File: config.mk
export PLATFORM = sky130hd
export DESIGN_NAME = bram_request_arbiter
export DESIGN_NICKNAME = d
export VERILOG_FILES = /design/src/rtl/bram_arb_pkg.sv /design/src/rtl/round_robin_grant.sv /design/src/rtl/bram_request_arbiter.sv
export SDC_FILE = /design/constraint.sdc
export NUM_CORES = 1
export LEC_CHECK = 0
export BUFFER_PORTS_ARGS = -buffer_cell sky130_fd_sc_hd__buf_4
export CORE_AREA = 2 2 121 123
export CTS_CLUSTER_SIZE = 8
export DETAILED_ROUTE_END_ITERATION = 10
export DIE_AREA = 0 0 123 125
export SETUP_SLACK_MARGIN = 0.1
export SYNTH_ARGS = -nofsm -noshare
export SYNTH_HDL_FRONTEND = slang
export SYNTH_HIERARCHICAL = 1
export SYNTH_SLANG_ARGS = --single-unit
File: constraint.sdc
create_clock -name clock -period 5.2 [get_ports clock]
set_input_delay 0.26 -clock clock [delete_from_list [all_inputs] [get_ports clock]]
set_output_delay 0.26 -clock clock [all_outputs]
set_load 0.01 [all_outputs]
File: src/rtl/bram_arb_pkg.sv
// Shared types and defaults for the BRAM request arbiter.
// Arbiter state encoding, default widths and the index-width helper.
package bram_arb_pkg;

  typedef enum logic {
    ARB    = 1'b0,
    LOCKED = 1'b1
  } arbState_e;

  localparam int DEFAULT_DATA_WIDTH = 32;
  localparam int DEFAULT_ADDR_WIDTH = 8;
  localparam int DEFAULT_NUM_REQ    = 4;

  function automatic int idxWidth(input int n);
    return (n > 1) ? $clog2(n) : 1;
  endfunction

endpackage

File: src/rtl/round_robin_grant.sv
// Round-robin one-hot grant: searches upward from the requester after last_grant, wrapping.
// Purely combinational, zero latency; grant is all-zero when request is all-zero.
module round_robin_grant
  import bram_arb_pkg::*;
#(
  parameter int NUM_REQ = DEFAULT_NUM_REQ
) (
  input  logic [NUM_REQ-1:0]           request,
  input  logic [idxWidth(NUM_REQ)-1:0] last_grant,
  output logic [NUM_REQ-1:0]           grant
);

  logic found;

  always_comb begin
    grant = '0;
    found = 1'b0;
    for (int off = 1; off <= NUM_REQ; off++) begin
      for (int i = 0; i < NUM_REQ; i++) begin
        if (!found && request[i] && ((int'(last_grant) + off) % NUM_REQ == i)) begin
          grant[i] = 1'b1;
          found    = 1'b1;
        end
      end
    end
  end

endmodule

File: src/rtl/bram_request_arbiter.sv
// N-to-1 BRAM port arbiter: one transfer per cycle, response one cycle later; losers stall on req_ready=0.
// Optional hold-grant locking is built only when BRAM_ARB_LOCK_EN is defined.
module bram_request_arbiter
  import bram_arb_pkg::*;
#(
  parameter int DATA_WIDTH = DEFAULT_DATA_WIDTH,
  parameter int ADDR_WIDTH = DEFAULT_ADDR_WIDTH,
  parameter int NUM_REQ    = DEFAULT_NUM_REQ
) (
  input  logic                              clock,
  input  logic                              reset,
  input  logic [NUM_REQ-1:0]                req_valid,
  output logic [NUM_REQ-1:0]                req_ready,
  input  logic [NUM_REQ-1:0]                req_write,
  input  logic [NUM_REQ-1:0]                req_lock,
  input  logic [NUM_REQ*DATA_WIDTH/8-1:0]   req_byte_en,
  input  logic [NUM_REQ*ADDR_WIDTH-1:0]     req_addr,
  input  logic [NUM_REQ*DATA_WIDTH-1:0]     req_wdata,
  output logic [NUM_REQ-1:0]                resp_valid,
  output logic [DATA_WIDTH-1:0]             resp_rdata,
  output logic                              readEnable,
  output logic                              writeEnable,
  output logic [DATA_WIDTH/8-1:0]           writeByteEnable,
  output logic [ADDR_WIDTH-1:0]             address,
  output logic [DATA_WIDTH-1:0]             writeData,
  input  logic [DATA_WIDTH-1:0]             readData
);

  localparam int BE_W  = DATA_WIDTH / 8;
  localparam int IDX_W = idxWidth(NUM_REQ);
  localparam logic [IDX_W-1:0] LAST_IDX = IDX_W'(NUM_REQ - 1);

  logic [IDX_W-1:0]      lastGrant;
  logic [NUM_REQ-1:0]    rrGrant;
  logic [NUM_REQ-1:0]    grant;
  logic [NUM_REQ-1:0]    respValidQ;
  logic [IDX_W-1:0]      grantIdx;
  logic                  transfer;
  logic                  grantWrite;
  logic [BE_W-1:0]       grantByteEn;
  logic [ADDR_WIDTH-1:0] grantAddr;
  logic [DATA_WIDTH-1:0] grantWdata;

  round_robin_grant #(
    .NUM_REQ(NUM_REQ)
  ) rrGrantInst (
    .request   (req_valid),
    .last_grant(lastGrant),
    .grant     (rrGrant)
  );

`ifdef BRAM_ARB_LOCK_EN
  arbState_e          state;
  logic [IDX_W-1:0]   lockOwner;
  logic [NUM_REQ-1:0] ownerMask;
  logic               ownerValid;
  logic               grantLock;

  always_comb begin
    ownerMask  = '0;
    ownerValid = 1'b0;
    for (int i = 0; i < NUM_REQ; i++) begin
      if (lockOwner == IDX_W'(i)) begin
        ownerMask[i] = 1'b1;
        ownerValid   = req_valid[i];
      end
    end
  end

  // Reset gates the grant combinationally so nothing reaches the BRAM while held in reset.
  always_comb begin
    if (!reset) begin
      grant = '0;
    end else if (state == LOCKED) begin
      grant = ownerValid ? ownerMask : '0;
    end else begin
      grant = rrGrant;
    end
  end

  assign grantLock = |(grant & req_lock);

  always_ff @(posedge clock or negedge reset) begin
    if (!reset) begin
      state     <= ARB;
      lockOwner <= '0;
    end else begin
      case (state)
        ARB: begin
          if (transfer && grantLock) begin
            state     <= LOCKED;
            lockOwner <= grantIdx;
          end
        end
        LOCKED: begin
          if (!ownerValid || (transfer && !grantLock)) begin
            state <= ARB;
          end
        end
        default: state <= ARB;
      endcase
    end
  end
`else
  logic unusedLock;
  assign unusedLock = ^req_lock;
  assign grant      = reset ? rrGrant : '0;
`endif

  always_comb begin
    grantIdx    = '0;
    grantWrite  = 1'b0;
    grantByteEn = '0;
    grantAddr   = '0;
    grantWdata  = '0;
    for (int i = 0; i < NUM_REQ; i++) begin
      if (grant[i]) begin
        grantIdx    = IDX_W'(i);
        grantWrite  = req_write[i];
        grantByteEn = req_byte_en[i*BE_W +: BE_W];
        grantAddr   = req_addr[i*ADDR_WIDTH +: ADDR_WIDTH];
        grantWdata  = req_wdata[i*DATA_WIDTH +: DATA_WIDTH];
      end
    end
  end

  assign transfer        = |grant;
  assign req_ready       = grant;
  assign readEnable      = transfer;
  assign writeEnable     = grantWrite;
  assign writeByteEnable = grantByteEn;
  assign address         = grantAddr;
  assign writeData       = grantWdata;

  // The BRAM always reads (write-first), so the response slot mirrors the previous cycle's grant.
  always_ff @(posedge clock or negedge reset) begin
    if (!reset) begin
      lastGrant  <= LAST_IDX;
      respValidQ <= '0;
    end else begin
      respValidQ <= grant;
      if (transfer) begin
        lastGrant <= grantIdx;
      end
    end
  end

  assign resp_valid = respValidQ;
  assign resp_rdata = (|respValidQ) ? readData : '0;

endmodule
==> impl_metrics.ini, run 1 <==
[global_routing]
first_global_vias = 3093
grt.overflow.total = 0
antenna_found_initial = 0
grt_pass1_wl_um = 16500
grt_usage_pct = 13.2
grt_max_degree = 50

[timing]
final-hold-violation-count = 0
fin_skew_ns = 0.00240
finalSetupTns_ns = 0
relSlewSlack_pct = 27.6
setup_viol = 0
final_min_period_over_clock_period_pct = 68.1
fin_crit_ns = 3.54
rsz_0062_raised_after_global_routing = no
report.final.slew_viol_count = 0
timing.fmax_ghz = 0.282
tightest_slew_ns = 1.08

[setup_path]
cp_common_cell = sky130_fd_sc_hd__buf_4
critical-path-max-stage-delay_ns = 0.87
critPathMaxFanout = 49
critical-path-slowest-cell = sky130_fd_sc_hd__nor2b_4
path_buf_inv = 2
end_kind = primary output
timing.critical_path.cells = nor2_1 -> o311a_4 -> nor2b_4 -> buf_4 -> a221oi_2 -> o21ai_1 -> buf_4
family_with_the_most_delay_on_the_worst_path = simple AND/OR/NAND/NOR gates
worst-r2r-setup-slack_ns = 2.97
cp_data_arrival_time_ns = 3.28
cp.required_ns = 4.94
cp_launch_type = flop
critPathKind = flop to primary output

[pwr]
ir_drop_mv = 0.133
power_uw = 1380
p_leak_uw = 0.00211
p_per_area_mw_per_mm2 = 306

[clock_tree]
clock_tree.root_cell = sky130_fd_sc_hd__clkbuf_16
clk_transition_reported_paths_ns = 0.04
cts-resized-gates = 0
clk_path_buf_depth = 2
number_of_buffers_created_by_cts = 3
insertion_delay_ns = 0.23
cts_tree = yes
ctsHtreeMaxLevel = 1
clock_sinks = 6

[synthesis]
synth_top_cell_by_area = sky130_fd_sc_hd__a221oi_2
post_synthesis_async_set_or_reset_flop_share_pct = 100
synthDistinctLibCells = 25
ys_top_cells_by_area = sky130_fd_sc_hd__a221oi_2 30%, sky130_fd_sc_hd__o21ai_1 23%, sky130_fd_sc_hd__nor2b_1 11%
yosys_register_bits = 6
synthesis.yosys.warnings = 6
yosysTopAreaCellShare_pct = 29.6
yosys.cell_count.top_type = sky130_fd_sc_hd__o21ai_1
main_flop_type_after_synthesis = sky130_fd_sc_hd__dfrtp_1
syn-mean-instance-area_um2 = 7.12
synth-seq-area-share_pct = 7.53
cell_area_after_synthesis_mm2 = 0.00203
synth_cells = 285
post_synth_most_frequent_cells = 92 x sky130_fd_sc_hd__o21ai_1, 50 x sky130_fd_sc_hd__nand2_1, 40 x sky130_fd_sc_hd__a221oi_2
net_count_after_synthesis = 507
synth_enable_flop_cells = 0

[routing]
vias_per_cell = 4.44
via_count = 3327
dr_wl_cell_um = 15.1
firstDrtPassIters = 4
ant_nets = 0
detail_route.iter0.violations = 178
drt_wl_total_um = 11400
number_of_remaining_drc_errors = 0

[floorplanning]
top_level_ports = 308
die_y_um = 125
core_area_mm2 = 0.0142
start_util_pct = 14.3
die-area_mm2 = 0.0154
core.rowCount = 44
fp.dieW_um = 123

[cells_and_area]
finish.net_count = 789
num_antenna_cells = 0
syn_to_final_growth_pct = 121
final.fill_count = 1564
post_route_cells_drive_above_1_share_pct = 64.1
multi_input_comb_area_mm2 = 0.00169
sequential_cell_area_um2 = 153

[worst_hold_path]
worstHoldPathType = input port to async pin

[placement]
port_buffers = 303
detailedPlacementHpwl_um = 8520
place.gp.congestion = 0.794

[outcome]
status = finished, final reports clean

[job]
maxCapViolCount = 0
==> path summary, 6_finish.rpt <==
path,from,end,cells past startpoint
max,lastGrant[1],writeData[25],7
min,reset,resp_valid[1],2
max reg2reg,lastGrant[0],lastGrant[1],6
min reg2reg,lastGrant[0],lastGrant[0],2
max in group asynchronous,reset,lastGrant[0],2
min in group clock,lastGrant[0],lastGrant[0],2
==> final cells by class <==
class,count,share of cell area (%)
Clock buffer,4,1.76
Inverter,3,0.251
Multi-Input combinational cell,244,37.7
Sequential cell,6,3.40
Tap cell,184,5.13
Timing Repair Buffer,309,51.7
==> kinds of logic (layout without fill, tap and decap cells) <==
logic type | count (synthesis) | after routing | share of synthesized area [%]
DFF | 6 | 6 | 7.53
AOI/OAI and AO/OA | 146 | 146 | 57.8
buffers and inverters | 35 | 316 | 10.9
and+or+nand+nor | 98 | 98 | 23.8
==> placed cells by master (no fill, tap or decap), types with 2 or more instances in the layout <==
master                        n
sky130_fd_sc_hd__a221oi_1     5
sky130_fd_sc_hd__nand2_1     50
sky130_fd_sc_hd__o21ai_0      4
sky130_fd_sc_hd__clkbuf_16    3
sky130_fd_sc_hd__nor2b_4      2
sky130_fd_sc_hd__inv_1        2
sky130_fd_sc_hd__and2_1       3
sky130_fd_sc_hd__dfstp_2      2
sky130_fd_sc_hd__buf_4      308
sky130_fd_sc_hd__dfrtp_1      4
sky130_fd_sc_hd__o21ai_1     92
sky130_fd_sc_hd__nor2b_1     33
sky130_fd_sc_hd__a221oi_2    40
sky130_fd_sc_hd__nor2_1       5
==> metal layers <==
| metal | share of wire (%) | wire length [um] | global-route usage [%] | vias to the layer above |
|---|---|---|---|---|
| li1 | - | - | - | 1633 |
| met1 | 41 | 4710 | 16.9 | 1517 |
| met2 | 49 | 5610 | 23.8 | 171 |
| met3 | 8.5 | 967 | 1.96 | 6 |
| met4 | 0.65 | 74 | 1.60 | 0 |
| met5 | 0 | 0 | 0 | - |
==> registers in the layout, indices dropped and copies added, names as in the netlist <==
| register | flops |
|---|---|
| resp_valid | 4 |
| lastGrant | 2 |
==> stage by stage <==
step / setup WS [ns] / std cells / cell area (um^2) / hold slack (ns) / util, %
4_1_cts: 1.65 / 750 / 4490 / 0.410 / 31.6
6_report: 1.66 / 750 / 4490 / 0.408 / 31.6
3_5_place_dp: 1.88 / 745 / 4400 / 0.0980 / 31.0
2_1_floorplan: 3.20 / 285 / 2030 / -0.0356 / -
3_3_place_gp: 1.90 / 745 / 4400 / 0.0956 / 31.0
5_1_grt: 1.44 / 750 / 4490 / 0.428 / 31.6
==> what timing repair did <==
action                    in CTS  in global routing
hold endpoints to repair       4                  0
buffers inserted               0                  0
hold buffers                   1                  0
==> where the power goes <==
part	internal (uW)	switching, uW
clock network	102	25.8
logic	559	600
registers	66.3	22.6
Power figures use the tool's default switching activity.
==> run 2: changes to the inputs <==
- ABC_AREA: not set -> 1
- CORE_AREA: 2 2 121 123 -> 2 2 120 122
- DIE_AREA: 0 0 123 125 -> 0 0 122 124
- clock period: 5.2 -> 3 ns (I/O delays scaled with it)
==> run 2 against run 1 <==
Against the previous run: the flow now finishes with violations (negative setup slack); critical path type unchanged; synthesized cell count rose by 110%; clock skew barely moved; final cell count rose by 47%; via count rose by 46%; global-route usage rose by 4.3 points; clock power rose by 77%; sequential power rose by 81%; core utilization rose by 13 points; register-to-register slack got worse by 2.6 ns; power rose to 3.9 times the previous value; first-iteration DRC count rose by 24%; flip-flop and latch count did not move.
==> impl_metrics.ini, run 2 <==
[timing]
report.final.slew_viol_count = 0
fin_crit_ns = 3.10
rsz_0062_raised_after_global_routing = yes
setup_viol = 22
tightest_slew_ns = 0.538
timing.fmax_ghz = 0.322
setup_ws_ns = -0.103
finalSetupTns_ns = -0.950
relSlewSlack_pct = 64.2
fin_skew_ns = 0.00209
final-hold-violation-count = 0
worst_hold_slack_ns = 0.247
final_min_period_over_clock_period_pct = 103

[routing]
route.layer.met1.wl_um = 6260
met3WireLength_um = 1260
detail_route.iter0.violations = 220
dr_wl_cell_um = 14.3
firstDrtPassIters = 4
wl_met2_um = 8120
via_count = 4849
top_signal_layer_used = met4
number_of_remaining_drc_errors = 0
ant_nets = 0
vias_per_cell = 4.39
drt_wl_total_um = 15800

[synthesis]
net_count_after_synthesis = 823
dominant_combinational_cell_family_by_area_after_synthesis = simple AND/OR/NAND/NOR gates
synth_compound_gate_area_share_pct = 9.14
yosys.cell_count.top_type = sky130_fd_sc_hd__nand2_1
yosys_register_bits = 6
yosys.area_share.adder_pct = 0
synth_cells = 601
cell_area_after_synthesis_mm2 = 0.00285
synth_top_cell_by_area = sky130_fd_sc_hd__nand2_1
yosysTopAreaCellShare_pct = 32.2
post_synthesis_async_set_or_reset_flop_share_pct = 100
post_synth_most_frequent_cells = 244 x sky130_fd_sc_hd__nand2_1, 139 x sky130_fd_sc_hd__nor2_1, 59 x sky130_fd_sc_hd__inv_1
synthDistinctLibCells = 26
ys_top_cells_by_area = sky130_fd_sc_hd__nand2_1 32%, sky130_fd_sc_hd__nor2_1 18%, sky130_fd_sc_hd__a21boi_0 8.4%
main_flop_type_after_synthesis = sky130_fd_sc_hd__dfrtp_1
synth_enable_flop_cells = 0
synth-xor-area-share_pct = 0
synth_simple_gate_area_share_pct = 68.7
synthesis.yosys.warnings = 6
syn-mean-instance-area_um2 = 4.74
synth-seq-area-share_pct = 5.36
mux_share_of_post_synthesis_cell_area_pct = 0

[cells_and_area]
mostFrequentLayoutCell = sky130_fd_sc_hd__buf_4
mostFrequentLayoutCells = 310 x sky130_fd_sc_hd__buf_4, 219 x sky130_fd_sc_hd__nand2_1, 133 x sky130_fd_sc_hd__nor2_1
largest_register_ffs = 4
syn_to_final_growth_pct = 117
post_route_cells_drive_above_1_share_pct = 45.0
finish.net_count = 1147
final.fill_count = 1489
num_antenna_cells = 0
fin_cells = 1104

[setup_path]
critPathKind = flop to primary output
end_kind = primary output
cp_launch_type = flop
timing.critical_path.cells = buf_4 -> nand3_4 -> buf_4 -> buf_4 -> buf_4 -> buf_4 -> buf_4 -> buf_4 -> nand3_1 -> inv_1 -> nand2_2 -> buf_12 -> nor2_8 -> buf_6 -> buf_12 -> buf_16 -> nand2_1 -> nand2_1 -> nand2_1 -> nand2_1 -> buf_4
cp.required_ns = 2.85
critical-path-max-stage-delay_ns = 0.57
cp_data_arrival_time_ns = 2.95
critical-path-slowest-cell = sky130_fd_sc_hd__dfstp_2
cp_common_cell = sky130_fd_sc_hd__buf_4
critPathMaxFanout = 6

[outcome]
status = finished, violations left
failed_checks = negative setup slack

[worst_hold_path]
worstHoldPathType = input port to async pin

[clock_tree]
clock_sinks = 6
clk_path_buf_depth = 2
clock_tree.root_cell = sky130_fd_sc_hd__clkbuf_16
ctsHtreeMaxLevel = 1
clk_transition_reported_paths_ns = 0.03
number_of_buffers_created_by_cts = 3
cts_tree = yes
insertion_delay_ns = 0.23

[floorplanning]
fp.dieW_um = 122
top_level_ports = 308
die-area_mm2 = 0.0151
start_util_pct = 20.7
core_area_mm2 = 0.0137
core.rowCount = 43
die_y_um = 124

[job]
maxCapViolCount = 0

[placement]
detailedPlacementHpwl_um = 10800
placedCellCount = 1061
port_buffers = 303
place.gp.congestion = 0.832

[pwr]
p_per_area_mw_per_mm2 = 867
p_leak_uw = 0.00363
ir_drop_mv = 0.367

[global_routing]
first_global_vias = 4179
grt.overflow.total = 0
grt_max_degree = 42
antenna_found_initial = 0
grt_pass1_wl_um = 21100
grt_usage_pct = 17.5
==> run 2: cell types whose count changed after synthesis, moves of 8 or more <==
cell and delta:
sky130_fd_sc_hd__nor2b_1 -35, sky130_fd_sc_hd__nand2_1 +194, sky130_fd_sc_hd__a221oi_2 -40, sky130_fd_sc_hd__o21ai_1 -92
sky130_fd_sc_hd__nand3_1 +23, sky130_fd_sc_hd__clkbuf_1 +8, sky130_fd_sc_hd__nor2_1 +134, sky130_fd_sc_hd__a21boi_0 +32
sky130_fd_sc_hd__inv_1 +57, sky130_fd_sc_hd__nand4_1 +38
==> run 2: cell type report <==
class	count	area, um^2	area share, %
multi-input combinational	495	2380	38.7
clock buffer	4	78.8	1.28
tap	180	225	3.65
sequential	6	153	2.48
timing repair buffer	358	3080	50.0
inverter	61	245	3.98
==> run 2: metal layers <==
metal,up-vias,track usage [%]
li1,2508,-
met2,191,32.9
met4,0,2.37
met5,-,0
met1,2138,20.9
met3,12,3.48
==> run 2: kinds of logic after synthesis <==
family,Yosys count
AND/OR/NAND/NOR,460
buffers and inverters,100
AO/OA/AOI/OAI,35
flip-flops,6
==> run 2: repair_timing <==
item                                    CTS  global route
hold buffers                              1             0
setup buffers                            22             6
hold endpoints to repair                  4             0
pin swaps                                22            25
endpoints found under the setup margin   45            47
gates resized for setup                  41            55
cloned                                    3             7
==> run 2: final timing paths <==
path,startpoint,slack (ns),cells after the start,endpoint
max,lastGrant[0],-0.10,21,writeData[8]
min,reset,0.25,1,lastGrant[0]
max reg2reg,lastGrant[0],0.38,18,lastGrant[0]
min reg2reg,lastGrant[0],0.53,2,lastGrant[0]
max in group asynchronous,reset,2.09,2,resp_valid[2]
min in group clock,req_valid[0],0.47,5,resp_valid[0]
==> run 2: power by group <==
group          internal (uW)  switching [uW]
clock                    177            48.9
sequential               127            34.3
combinational           2400            2560
==> run 2: worst max-delay path: cells and delay by family, from the launching register on <==
family | cells | cell delay (ns)
buffers and inverters | 13 | 1.61
flip-flops | 1 | 0.57
AND/OR/NAND/NOR | 8 | 0.54
==> run 2: through the flow <==
step                      worst slack, ns  utilization (%)  total power, uW  instance area, um^2
final                              -0.103             44.9             5350                 6170
after global routing               -0.225             44.9             5780                 6170
after CTS                         -0.0432             42.0             4860                 5770
after detailed placement            0.122             38.4             4050                 5270
after global placement              0.165             38.4             4040                 5270
after floorplan                     0.409                -             2310                 2850
==> run 3: changes to the inputs <==
- ABC_AREA: 1 -> not set
- CORE_AREA: 2 2 120 122 -> 2 2 121 123
- DIE_AREA: 0 0 122 124 -> 0 0 123 125
==> run 3 against run 2 <==
Against the previous run: the flow now finishes without violations; register-to-register slack improved by 0.62 ns; clock skew hardly changed; non-clock buffer count decreased by 37; clock power barely moved; critical path depth fell by 14.
==> impl_metrics.ini, run 3 (synthesis results as in run 1) <==
[routing]
via_count = 3338
vias_per_cell = 4.38
dr_wl_cell_um = 15.3
drt_wl_total_um = 11700
number_of_remaining_drc_errors = 0
detail_route.iter0.violations = 97
firstDrtPassIters = 4
ant_nets = 0

[setup_path]
cp_launch_type = flop
rr_endpoint = lastGrant[1]
critical-path-slowest-cell = sky130_fd_sc_hd__dfstp_2
r2r_start = lastGrant[0]
worst-r2r-setup-slack_ns = 1.00
critPathMaxFanout = 19
cp_common_cell = sky130_fd_sc_hd__buf_4
end_kind = primary output
cp_data_arrival_time_ns = 2.40
worst-r2r-cell-count = 7
critPathKind = flop to primary output
cp.required_ns = 2.85
timing.critical_path.cells = nor2_1 -> o311a_4 -> nor2b_4 -> buf_4 -> a221oi_1 -> o21ai_1 -> buf_4
critical-path-max-stage-delay_ns = 0.59

[pwr]
power_report.internal_total_uw = 1310
power_frac_seq_pct = 6.2
p_leak_uw = 0.00217
power_uw = 2450
power_share_of_the_clock_group_pct = 9.2
power_frac_comb_pct = 84.6
p_sw_uw = 1140
ir_drop_mv = 0.163
netSwitchingFraction_pct = 46.6
p_per_area_mw_per_mm2 = 533

[cells_and_area]
finish.utilization_pct = 32.3
mostFrequentLayoutCell = sky130_fd_sc_hd__buf_4
mostFrequentLayoutCells = 319 x sky130_fd_sc_hd__buf_4, 92 x sky130_fd_sc_hd__o21ai_1, 50 x sky130_fd_sc_hd__nand2_1
final.fill_count = 1574
post_route_cells_drive_above_1_share_pct = 64.9
finish.net_count = 801
syn_to_final_growth_pct = 126
num_antenna_cells = 0
largest_register_ffs = 4
fin_cells = 762

[placement]
port_buffers = 303
place.gp.congestion = 0.760
detailedPlacementHpwl_um = 9450
placedCellCount = 757

[worst_hold_path]
worstHoldPathType = input port to async pin

[outcome]
status = finished, final reports clean

[clock_tree]
ctsHtreeMaxLevel = 1
cts-resized-gates = 0
clock_sinks = 6
clock_tree.root_cell = sky130_fd_sc_hd__clkbuf_16
number_of_buffers_created_by_cts = 3
cts_hold_repair.buffers = 1
post_cts.repair.setup_buffers = 0
cts_tree = yes
clk_path_buf_depth = 2
clk_transition_reported_paths_ns = 0.04
insertion_delay_ns = 0.23

[timing]
tightest_slew_ns = 0.473
final_min_period_over_clock_period_pct = 85.0
worst_hold_slack_ns = 0.281
relSlewSlack_pct = 68.4
timing.fmax_ghz = 0.392
report.final.slew_viol_count = 0
setup_viol = 0
fin_crit_ns = 2.55
final-hold-violation-count = 0
fin_skew_ns = 0.00187
finalSetupTns_ns = 0
rsz_0062_raised_after_global_routing = no

[global_routing]
grt_usage_pct = 13.9
antenna_found_initial = 0
grt.overflow.total = 0
grt_pass1_wl_um = 17000
grt_max_degree = 33
first_global_vias = 3204

[floorplanning]
core_area_mm2 = 0.0142
fp.dieW_um = 123
die_y_um = 125
start_util_pct = 14.3
die-area_mm2 = 0.0154
core.rowCount = 44
top_level_ports = 308

[job]
maxCapViolCount = 0
-- run 3: cell types whose count changed in the layout (fill, tap and decap cells not counted), sizes merged, moves of 4 or more --
cell and delta:
a221oi +45, nor2 -139, inv -57, nand3 -24
nand4 -40, o21ai +96, buf -31, clkbuf -6
nand2 -200, and2 +4, nor2b +36, a21boi -32
-- run 3: cell type report --
type                       count  area [um^2]  area share (%)
inverter                       3         11.3           0.245
multi-input combinational    244         1690            36.9
clock buffer                   4         78.8            1.72
timing repair buffer         321         2420            52.8
tap                          184          230            5.01
sequential                     6          153            3.33
-- run 3: through the flow --
| stage | setup slack, ns | cell area, um^2 |
|---|---|---|
| 6_report | 0.449 | 4590 |
| 5_1_grt | 0.307 | 4590 |
| 4_1_cts | 0.401 | 4590 |
| 3_5_place_dp | 0.651 | 4500 |
| 3_3_place_gp | 0.666 | 4500 |
| 2_1_floorplan | 1.11 | 2030 |
-- run 3: how the worst max path moves through the flow --
| stage | startpoint | to | slack, ns |
|---|---|---|---|
| 2_1_floorplan | lastGrant[1] | address[0] | 1.11 |
| 3_3_place_gp | lastGrant[1] | writeByteEnable[3] | 0.67 |
| 3_5_place_dp | lastGrant[1] | writeByteEnable[3] | 0.65 |
| 4_1_cts | lastGrant[1] | writeByteEnable[3] | 0.40 |
| 5_1_grt | lastGrant[1] | writeByteEnable[3] | 0.31 |
| 6_report | lastGrant[1] | writeByteEnable[3] | 0.45 |
-- run 3: routing by layer --
metal | GRT usage (%) | part of all wire (%)
met4 | 2.47 | 0.96
met1 | 17.8 | 43
met5 | 0 | 0
met3 | 1.78 | 7.4
met2 | 24.9 | 49
-- run 3: worst max-delay path, delay by kind of cell (launching register included) --
kind | cells | cell delay, ns
compound gates | 3 | 0.77
flops | 1 | 0.59
buf+inv | 2 | 0.48
simple gates | 2 | 0.31
-- run 3: power by group through the flow --
stage                     clock network (uW)  logic, uW  registers (uW)
after detailed placement                   0       2090             153
after global placement                     0       2090             152
after floorplan                            0       1150             145
final                                    226       2070             152
after global routing                     234       2240             159
after CTS                                231       2100             152
